## src/rtl/crg_seq_pkg.sv

```systemverilog
// rtl/crg_seq_pkg.sv - shared types and defaults for the CRG channel sequencer
package crg_seq_pkg;

  localparam int DEF_M          = 4;
  localparam int DEF_N          = 8;
  localparam int DEF_GATE_CYC   = 8;
  localparam int DEF_SETTLE_CYC = 8;
  localparam int DEF_RST_CYC    = 4;
  localparam int REQ_FIELD_W    = 8;

  typedef enum logic [2:0] {
    BOOT,
    IDLE,
    GATE,
    SETTLE,
    RST_HOLD
  } state_e;

  // Fields are sized for the largest supported configuration; the top slices them down.
  typedef struct packed {
    logic [REQ_FIELD_W-1:0] ch;
    logic [REQ_FIELD_W-1:0] sel;
    logic                   en;
    logic                   rst;
  } req_t;

  function automatic int max3(input int a, input int b, input int c);
    int m;
    m = (a > b) ? a : b;
    return (m > c) ? m : c;
  endfunction

endpackage

```

## src/rtl/crg_seq_timer.sv

```systemverilog
// rtl/crg_seq_timer.sv - loadable down-counter; expired_o is high while the count sits at zero
module crg_seq_timer #(
  parameter int WIDTH = 4
) (
  input  logic             clk_i,
  input  logic             rst_ni,
  input  logic             load_i,
  input  logic [WIDTH-1:0] value_i,
  output logic             expired_o
);

  logic [WIDTH-1:0] cnt_q, cnt_d;

  always_comb begin
    cnt_d = cnt_q;
    if (load_i) begin
      cnt_d = value_i;
    end else if (cnt_q != '0) begin
      cnt_d = cnt_q - WIDTH'(1);
    end
  end

  always_ff @(posedge clk_i or negedge rst_ni) begin
    if (!rst_ni) begin
      cnt_q <= '0;
    end else begin
      cnt_q <= cnt_d;
    end
  end

  assign expired_o = (cnt_q == '0);

endmodule

```

## src/rtl/crg_seq_ctrl.sv

```systemverilog
// rtl/crg_seq_ctrl.sv - boots CRG channels one at a time, then runs gate/switch/settle/ungate
// reconfiguration sequences for single-outstanding requests.
module crg_seq_ctrl
  import crg_seq_pkg::*;
#(
  parameter int M          = DEF_M,
  parameter int N          = DEF_N,
  parameter int GATE_CYC   = DEF_GATE_CYC,
  parameter int SETTLE_CYC = DEF_SETTLE_CYC,
  parameter int RST_CYC    = DEF_RST_CYC
) (
  input  logic                          ref_clk_i,
  input  logic                          glob_arst_ni,
  input  logic                          req_valid_i,
  output logic                          req_ready_o,
  input  logic [$clog2(N)-1:0]          req_ch_i,
  input  logic [$clog2(M)-1:0]          req_sel_i,
  input  logic                          req_en_i,
  input  logic                          req_rst_i,
  output logic [N-1:0][$clog2(M)-1:0]   sel_o,
  output logic [N-1:0]                  en_o,
  output logic [N-1:0]                  arst_req_o,
  output logic                          busy_o,
  output logic                          done_o,
  output logic                          err_o
);

  localparam int CH_W  = $clog2(N);
  localparam int SEL_W = $clog2(M);
  localparam int CNT_W = $clog2(max3(GATE_CYC, SETTLE_CYC, RST_CYC) + 1);

  state_e                  state_q, state_d;
  req_t                    req_q, req_d;
  logic [CH_W-1:0]         k_q, k_d;
  logic                    started_q, started_d;
  logic [N-1:0][SEL_W-1:0] sel_q, sel_d;
  logic [N-1:0]            en_q, en_d, arst_q, arst_d;
  logic                    ready_q, ready_d, busy_q, busy_d;
  logic                    done_q, done_d, err_q, err_d;
  logic                    tmr_load, tmr_expired;
  logic [CNT_W-1:0]        tmr_val;
  logic [CH_W-1:0]         ch;
  logic                    accept, req_ok;
  logic                    unused_req_bits;

  crg_seq_timer #(.WIDTH(CNT_W)) u_timer (
    .clk_i     (ref_clk_i),
    .rst_ni    (glob_arst_ni),
    .load_i    (tmr_load),
    .value_i   (tmr_val),
    .expired_o (tmr_expired)
  );

  assign ch              = req_q.ch[CH_W-1:0];
  assign accept          = req_valid_i && ready_q;
  assign req_ok          = (32'(req_ch_i) < N) && (32'(req_sel_i) < M);
  assign unused_req_bits = ^{req_q.ch, req_q.sel};

  always_comb begin
    state_d   = state_q;
    req_d     = req_q;
    k_d       = k_q;
    started_d = started_q;
    sel_d     = sel_q;
    en_d      = en_q;
    arst_d    = arst_q;
    ready_d   = ready_q;
    busy_d    = busy_q;
    done_d    = 1'b0;
    err_d     = 1'b0;
    tmr_load  = 1'b0;
    tmr_val   = '0;
    case (state_q)
      BOOT: begin
        if (!started_q) begin
          started_d = 1'b1;
          en_d[0]   = 1'b1;
          tmr_load  = 1'b1;
          tmr_val   = CNT_W'(RST_CYC - 1);
        end else if (tmr_expired) begin
          arst_d[k_q] = 1'b0;
          if (32'(k_q) == N - 1) begin
            state_d = IDLE;
            ready_d = 1'b1;
            busy_d  = 1'b0;
          end else begin
            k_d       = k_q + CH_W'(1);
            en_d[k_d] = 1'b1;
            tmr_load  = 1'b1;
            tmr_val   = CNT_W'(RST_CYC - 1);
          end
        end
      end
      IDLE: begin
        if (accept) begin
          if (!req_ok) begin
            err_d = 1'b1;
          end else if (req_sel_i == sel_q[req_ch_i] && !req_rst_i) begin
            // Source already selected: only the enable moves, no gating needed.
            en_d[req_ch_i] = req_en_i;
            done_d         = 1'b1;
          end else begin
            req_d.ch       = REQ_FIELD_W'(req_ch_i);
            req_d.sel      = REQ_FIELD_W'(req_sel_i);
            req_d.en       = req_en_i;
            req_d.rst      = req_rst_i;
            en_d[req_ch_i] = 1'b0;
            if (req_rst_i) arst_d[req_ch_i] = 1'b1;
            tmr_load       = 1'b1;
            tmr_val        = CNT_W'(GATE_CYC - 1);
            state_d        = GATE;
            ready_d        = 1'b0;
            busy_d         = 1'b1;
          end
        end
      end
      GATE: begin
        if (tmr_expired) begin
          sel_d[ch] = req_q.sel[SEL_W-1:0];
          tmr_load  = 1'b1;
          tmr_val   = CNT_W'(SETTLE_CYC - 1);
          state_d   = SETTLE;
        end
      end
      SETTLE: begin
        if (tmr_expired) begin
          en_d[ch] = req_q.en;
          if (req_q.rst) begin
            tmr_load = 1'b1;
            tmr_val  = CNT_W'(RST_CYC - 1);
            state_d  = RST_HOLD;
          end else begin
            done_d  = 1'b1;
            state_d = IDLE;
            ready_d = 1'b1;
            busy_d  = 1'b0;
          end
        end
      end
      RST_HOLD: begin
        if (tmr_expired) begin
          arst_d[ch] = 1'b0;
          done_d     = 1'b1;
          state_d    = IDLE;
          ready_d    = 1'b1;
          busy_d     = 1'b0;
        end
      end
      default: state_d = BOOT;
    endcase
  end

  always_ff @(posedge ref_clk_i or negedge glob_arst_ni) begin
    if (!glob_arst_ni) begin
      state_q   <= BOOT;
      req_q     <= '0;
      k_q       <= '0;
      started_q <= 1'b0;
      sel_q     <= '0;
      en_q      <= '0;
      arst_q    <= '1;
      ready_q   <= 1'b0;
      busy_q    <= 1'b1;
      done_q    <= 1'b0;
      err_q     <= 1'b0;
    end else begin
      state_q   <= state_d;
      req_q     <= req_d;
      k_q       <= k_d;
      started_q <= started_d;
      sel_q     <= sel_d;
      en_q      <= en_d;
      arst_q    <= arst_d;
      ready_q   <= ready_d;
      busy_q    <= busy_d;
      done_q    <= done_d;
      err_q     <= err_d;
    end
  end

  assign sel_o       = sel_q;
  assign en_o        = en_q;
  assign arst_req_o  = arst_q;
  assign req_ready_o = ready_q;
  assign busy_o      = busy_q;
  assign done_o      = done_q;
  assign err_o       = err_q;

endmodule
```

## config.mk

```make
export PLATFORM = sky130hd
export DESIGN_NAME = crg_seq_ctrl
export DESIGN_NICKNAME = d
export VERILOG_FILES = /design/src/rtl/crg_seq_pkg.sv /design/src/rtl/crg_seq_timer.sv /design/src/rtl/crg_seq_ctrl.sv
export SDC_FILE = /design/constraint.sdc
export NUM_CORES = 1
export LEC_CHECK = 0
export ABC_AREA = 1
export ABC_CLOCK_PERIOD_IN_PS = 2280
export BUFFER_PORTS_ARGS = -buffer_cell sky130_fd_sc_hd__buf_2
export CAP_MARGIN = 20
export CORE_UTILIZATION = 40
export DETAILED_ROUTE_END_ITERATION = 7
export PLACE_DENSITY_LB_ADDON = 0.1
export SKIP_CTS_REPAIR_TIMING = 1
export SLEW_MARGIN = 20
export SYNTH_ARGS = -nofsm -noshare
export SYNTH_HDL_FRONTEND = slang
export SYNTH_HIERARCHICAL = 1
export SYNTH_SLANG_ARGS = --single-unit
export TNS_END_PERCENT = 20
```

## constraint.sdc

```tcl
create_clock -name ref_clk_i -period 2.28 [get_ports ref_clk_i]
set_clock_uncertainty 0.15 [all_clocks]
set_input_delay 0.57 -clock ref_clk_i [delete_from_list [all_inputs] [get_ports ref_clk_i]]
set_output_delay 0.57 -clock ref_clk_i [all_outputs]
set_load 0.02 [all_outputs]
```

==> flow_summary.yaml, run 1 <==
status:
  status: "complete, no violations"
global_routing:
  grt-ovfl-total: 0
  number_of_antenna_violations_at_the_first_check_in_global_routing: 0
  grt_first_pass_wirelength_um: 15260
  globalRouteTotalUtil: 0.2275
  largest_net_degree_at_the_start_of_global_routing: 33
  grt_pass1_vias: 3074
critical_path:
  crit_type: "flop to flop"
  worst-endpoint-arrival_ns: 2.21
  crit_path_max_incr_delay_ns: 0.52
  cp-end-kind: "flop"
  cp.required_ns: 2.38
  crit_path_max_fanout: 9
  timing.critical_path.max_delay_family: "simple AND/OR/NAND/NOR gates"
  critPathSlowestCell: "dfrtp_1"
  worstSetupStartpointType: "flop"
  critical-path-top-cell-by-count: "nand2_1"
  worstPathBufferInverterCount: 1
  timing.critical_path.cells: "nor2_2 > nand2_1 > o21ai_0 > inv_1 > nand3_4 > nand2_1 > o21ai_2"
clock_network:
  cts_tree: "built"
  max_clock_buf_depth: 2
  clk_root_buffer_cell: "clkbuf_8"
  numCtsBuffers: 5
  worstSkewPairLatency_ns: 0.31
  cts_htree_levels: 2
  clk_pin_slew_ns: 0.10
  clock_sink_count: 53
sta:
  max_transition_margin: 0.5544
  final-setup-viol-count: 0
  worstMarginPinSlew_ns: 0.6633
  setup_slack_ns: 0.1718
  timing.final.hold_violations: 0
  achievable-frequency_mhz: 474.3
  grt_setup_unrepaired: "false"
  maxSlewViolCount: 0
  timing.final.crit_share: 0.9246
  totalNegativeSetupSlack_ns: 0
  finalCriticalPeriod_ns: 2.108
layout:
  area.growth.synth_to_final_pct: 23.67
  final_core_util: 0.5142
  design.final.nets: 543
  multiInputGateArea_mm2: 0.001653
  fillerInstances: 829
  final-seq-area_mm2: 0.001338
  final_cell_mix: "nand2_1 (119), inv_1 (59), o21ai_0 (54), dfrtp_1 (44), buf_2 (44)"
  leading_cell_type_in_the_layout_fill_and_taps_excluded: "nand2_1"
  post_route_cells_drive_above_1_share: 0.2241
  antenna_cells: 0
detailed_routing:
  dr.pass1.iters: 6
  drtAntennaViolNets: 0
  vias: 3313
  drt-vias-per-instance: 5.234
  overall_routed_net_length_um: 9407
  detailed_route_drc_error_count: 0
  detail_route.iter0.violations: 248
  routedWlPerCell_um: 14.86
yosys:
  synth_sequential_area_ratio: 0.4142
  yosysWarnings: 6
  syn_area_per_cell_um2: 7.051
  synthDistinctLibCells: 34
  postSynthCellCount: 458
  synth_area_mm2: 0.003229
  ys_ff_latch: 53
die:
  fp.coreArea_mm2: 0.007767
  top_level_ports: 46
  area_of_the_die_mm2: 0.008436
  die_width_um: 91.85
  initial_utilization: 0.4158
  std_cell_rows: 32
  dieHeight_um: 91.85
placement:
  hpwl_um: 7040
  place_ws_ns: -0.1264
  gp_congestion: 0.8793
  place.port_buffers: 44
pwr:
  ir_drop_mv: 0.5957
  leakage_uw: 0.001974
  power-per-cell-area_mw_per_mm2: 1373
run:
  cap_viol_max_count: 0
min_path:
  worst_hold_path_type: "primary input to asynchronous set/reset pin"
-- power breakdown --
part	switching (uW)	internal, uW	leakage (uW)
registers	334	1330	0.000666
clock network	323	436	0.0000681
logic	1940	1120	0.00124
-- kinds of logic after synthesis --
group	synth area share
and+or+nand+nor	0.2964
xor gates and xnor gates	0.005425
buffers and inverters	0.09918
DFF	0.4142
AOI/OAI and AO/OA	0.1720
adders and majority gates	0.01162
other	0.001161
-- state kept, by name, summed over array words and instances, names as in the netlist, 3 cells and up --
signal and count:
u_timer/cnt_q 4, en_o 8, state_q 3, ch 3, arst_req_o 8, sel_o 16, req_q 4, k_q 3
-- path summary, 6_finish.rpt --
kind	endpoint	slack (ns)	from	depth (start not counted)
max	arst_req_o[3]$_DFFE_PN1P_	0.17	state_q[1]$_DFFE_PN0P_	7
min	en_o[4]$_DFFE_PN0P_	0.07	glob_arst_ni	1
max reg2reg	arst_req_o[3]$_DFFE_PN1P_	0.17	state_q[1]$_DFFE_PN0P_	7
max in group asynchronous	busy_o$_DFFE_PN1P_	1.28	glob_arst_ni	2
min reg2reg	busy_o$_DFFE_PN1P_	0.32	busy_o$_DFFE_PN1P_	2
min in group ref_clk_i	busy_o$_DFFE_PN1P_	0.32	busy_o$_DFFE_PN1P_	2
-- final cells by class --
type,instances,area share
multi-input combinational,329,0.4138
inverter,65,0.06109
sequential,53,0.3349
clock inverter,3,0.01629
clock buffer,5,0.01723
timing repair buffer,76,0.1247
tap,102,0.03195
-- synthesized netlist by cell type (all sizes together) --
cell / n / area [um2]
nand2: 122 / 460.5
inv: 64 / 240.2
o21ai: 63 / 315.3
dfrtp: 44 / 1101
nor2: 36 / 145.1
nand3: 33 / 187.7
a21oi: 20 / 100.1
nand4: 12 / 75.07
o211ai: 12 / 90.09
nor3: 11 / 55.05
buf: 10 / 63.81
dfstp: 9 / 236.5
clkbuf: 3 / 12.51
ha: 3 / 37.54
nor4: 3 / 18.77
o22ai: 3 / 18.77
nand3b: 2 / 15.01
a211oi: 1 / 7.510
a31oi: 1 / 6.260
clkinv: 1 / 3.750
conb: 1 / 3.750
o2111ai: 1 / 8.760
o221ai: 1 / 8.760
xnor2: 1 / 8.760
xor2: 1 / 8.760
-- metrics by stage --
step                      std cells  hold WS (ns)  area, um2  power [uW]
after floorplan                 459        0.1244       3253        3562
after global placement          623        0.3035       3780        4485
after detailed placement        623        0.3078       3780        4525
after CTS                       631       0.08419       3914        5309
after global routing            633       0.09831       3994        5951
final                           633       0.07400       3994        5484
-- per-layer routing --
| metal | routed length [um] | share of wire | vias to the layer above | global-route usage |
|---|---|---|---|---|
| met3 | 460 | 0.049 | 14 | 0.03731 |
| li1 | - | - | 1658 | - |
| met5 | 0 | 0 | - | 0 |
| met4 | 171 | 0.018 | 0 | 0.05208 |
| met2 | 4346 | 0.46 | 107 | 0.3713 |
| met1 | 4428 | 0.47 | 1534 | 0.3160 |
(Power assumes the default switching activity.)
==> inputs of run 2 (changes only) <==
Settings changed: SYNTH_HIERARCHICAL 1 to not set.
==> flow_summary.yaml, run 2 <==
status:
  status: "complete, no violations"
layout:
  largest_reg_flops: 16
  fillerInstances: 802
  post_route_cells_drive_above_1_share: 0.2239
  multiInputGateArea_mm2: 0.001604
  final_cell_mix: "nand2_1 (104), inv_1 (61), o21ai_0 (58), dfrtp_1 (44), buf_2 (44)"
  area.growth.synth_to_final_pct: 18.67
  final-seq-area_mm2: 0.001338
  antenna_cells: 0
  leading_cell_type_in_the_layout_fill_and_taps_excluded: "nand2_1"
  final_core_util: 0.4962
  post_layout_nonfiller_instances: 620
  design.final.nets: 530
  final_design_area_no_fill_mm2: 0.003874
pwr:
  leakage_uw: 0.001909
  ir_drop_mv: 0.5001
  report.power.total_uw: 4977
  power-per-cell-area_mw_per_mm2: 1285
sta:
  finalCriticalPeriod_ns: 2.100
  timing.hold.ws_ns: 0.07505
  worstMarginPinSlew_ns: 0.5276
  timing.final.crit_share: 0.9212
  maxSlewViolCount: 0
  achievable-frequency_mhz: 476.1
  final-setup-viol-count: 0
  grt_setup_unrepaired: "false"
  timing.final.hold_violations: 0
  max_transition_margin: 0.6456
global_routing:
  largest_net_degree_at_the_start_of_global_routing: 34
  grt_first_pass_wirelength_um: 14930
  grt_pass1_vias: 2946
  globalRouteTotalUtil: 0.2272
  number_of_antenna_violations_at_the_first_check_in_global_routing: 0
  grt-ovfl-total: 0
detailed_routing:
  dr.pass1.iters: 4
  detailed_route_drc_error_count: 0
  routedWlPerCell_um: 14.77
  drtAntennaViolNets: 0
  vias: 3185
  detail_route.iter0.violations: 194
  overall_routed_net_length_um: 9156
  drt-vias-per-instance: 5.137
clock_network:
  clk_pin_slew_ns: 0.10
  numCtsBuffers: 5
  worstSkewPairLatency_ns: 0.32
  max_clock_buf_depth: 2
  cts_htree_levels: 2
  clk_root_buffer_cell: "clkbuf_8"
  cts_tree: "built"
  clock_sink_count: 53
die:
  top_level_ports: 46
  std_cell_rows: 32
  initial_utilization: 0.4181
  area_of_the_die_mm2: 0.008526
  dieHeight_um: 92.34
  die_width_um: 92.34
  fp.coreArea_mm2: 0.007807
yosys:
  synth.area.top_cells: "dfrtp_1 (34%), nand2_1 (12%), o21ai_0 (8.9%), dfstp_2 (7.2%), inv_1 (7.0%)"
  synth_area_mm2: 0.003264
  synth_largest_type_area_fraction: 0.3373
  synth.most_common_cell: "nand2_1"
  async_flop_share: 1.000
  synth-main-ff-cell: "dfrtp_1"
  postSynthCellCount: 447
  syn-num-nets: 460
  synth.top_cells.by_count: "nand2_1 (104), inv_1 (61), o21ai_0 (58)"
  synth_area_leader: "dfrtp_1"
  synthDistinctLibCells: 43
  yosysWarnings: 0
  synth_sequential_area_ratio: 0.4097
  ys_ff_latch: 53
  synth_edf_count: 0
  syn_area_per_cell_um2: 7.303
critical_path:
  crit_path_max_fanout: 16
  worstSetupStartpointType: "flop"
  cp-end-kind: "flop"
  cp.required_ns: 2.38
  r2r_setup_slack_ns: 0.18
  crit_type: "flop to flop"
  worst-endpoint-arrival_ns: 2.20
placement:
  hpwl_um: 7122
  gp_congestion: 0.9541
  place_area_mm2: 0.003754
  place.port_buffers: 44
  placedCellCount: 612
run:
  cap_viol_max_count: 0
min_path:
  worst_hold_path_type: "primary input to asynchronous set/reset pin"
[run 2: cell count changes in the layout (fill, tap and decap cells not counted), moves of 4 or more]
cell      delta
o211ai_1     -9
nor2_2       -4
nor2_1      +14
o21ai_2      +5
nand3_1      -9
nand4_1      -8
o21ai_0      +4
inv_2        -4
nand2_1     -15
[run 2: final cells by class]
class	count	area share
clock buffers	6	0.02132
clock inverters	2	0.003553
inverters	64	0.06266
multi-input cells	318	0.4141
flip-flops and latches	53	0.3453
well taps	102	0.03295
repair buffers	75	0.1202
[run 2: critical path, stage by stage (launching register included)]
cell and delay (ns):
dfrtp_1 0.39, inv_1 0.10, ha_1 0.20, nand2_1 0.15, buf_4 0.19, nand2_1 0.07, nand2_1 0.10, nor2_1 0.21
nand3_4 0.25, nand2_1 0.16, o21ai_2 0.06
[run 2: power by group]
group,internal [uW],switching [uW],leakage [uW],total [uW]
combinational,1030,1780,0.00121,2810
sequential,1300,286,0.000648,1580
clock,247,334,0.0000512,582
[run 2: final timing paths]
path,startpoint,to,cells after the start
max reg2reg,u_timer.cnt_q[0]$_DFFE_PN0P_,arst_req_o[6]$_DFFE_PN1P_,10
min,glob_arst_ni,req_ready_o$_DFFE_PN0P_,1
min reg2reg,busy_o$_DFFE_PN1P_,busy_o$_DFFE_PN1P_,2
min in group ref_clk_i,busy_o$_DFFE_PN1P_,busy_o$_DFFE_PN1P_,2
max,u_timer.cnt_q[0]$_DFFE_PN0P_,arst_req_o[6]$_DFFE_PN1P_,10
max in group asynchronous,glob_arst_ni,arst_req_o[6]$_DFFE_PN1P_,2
[run 2: cells by family after synthesis]
kind of cell	share of synthesized area
xor gates and xnor gates	0.002684
AOI/OAI and AO/OA	0.2100
adders and majority gates	0.01150
DFF	0.4097
other	0.001149
and+or+nand+nor	0.2587
buffers and inverters	0.1062
[run 2: stage by stage]
stage / setup WS [ns] / setup TNS (ns)
after floorplan: 0.1996 / 0
after global placement: -0.02683 / -0.09245
after detailed placement: -0.04749 / -0.5441
after CTS: 0.05586 / 0
after global routing: 0.03417 / 0
final: 0.1797 / 0
[run 2: per-layer routing]
metal	wire length (um)	track usage
met4	199	0.08073
met3	489	0.03120
met1	4439	0.3307
met2	4027	0.3432
met5	0	0
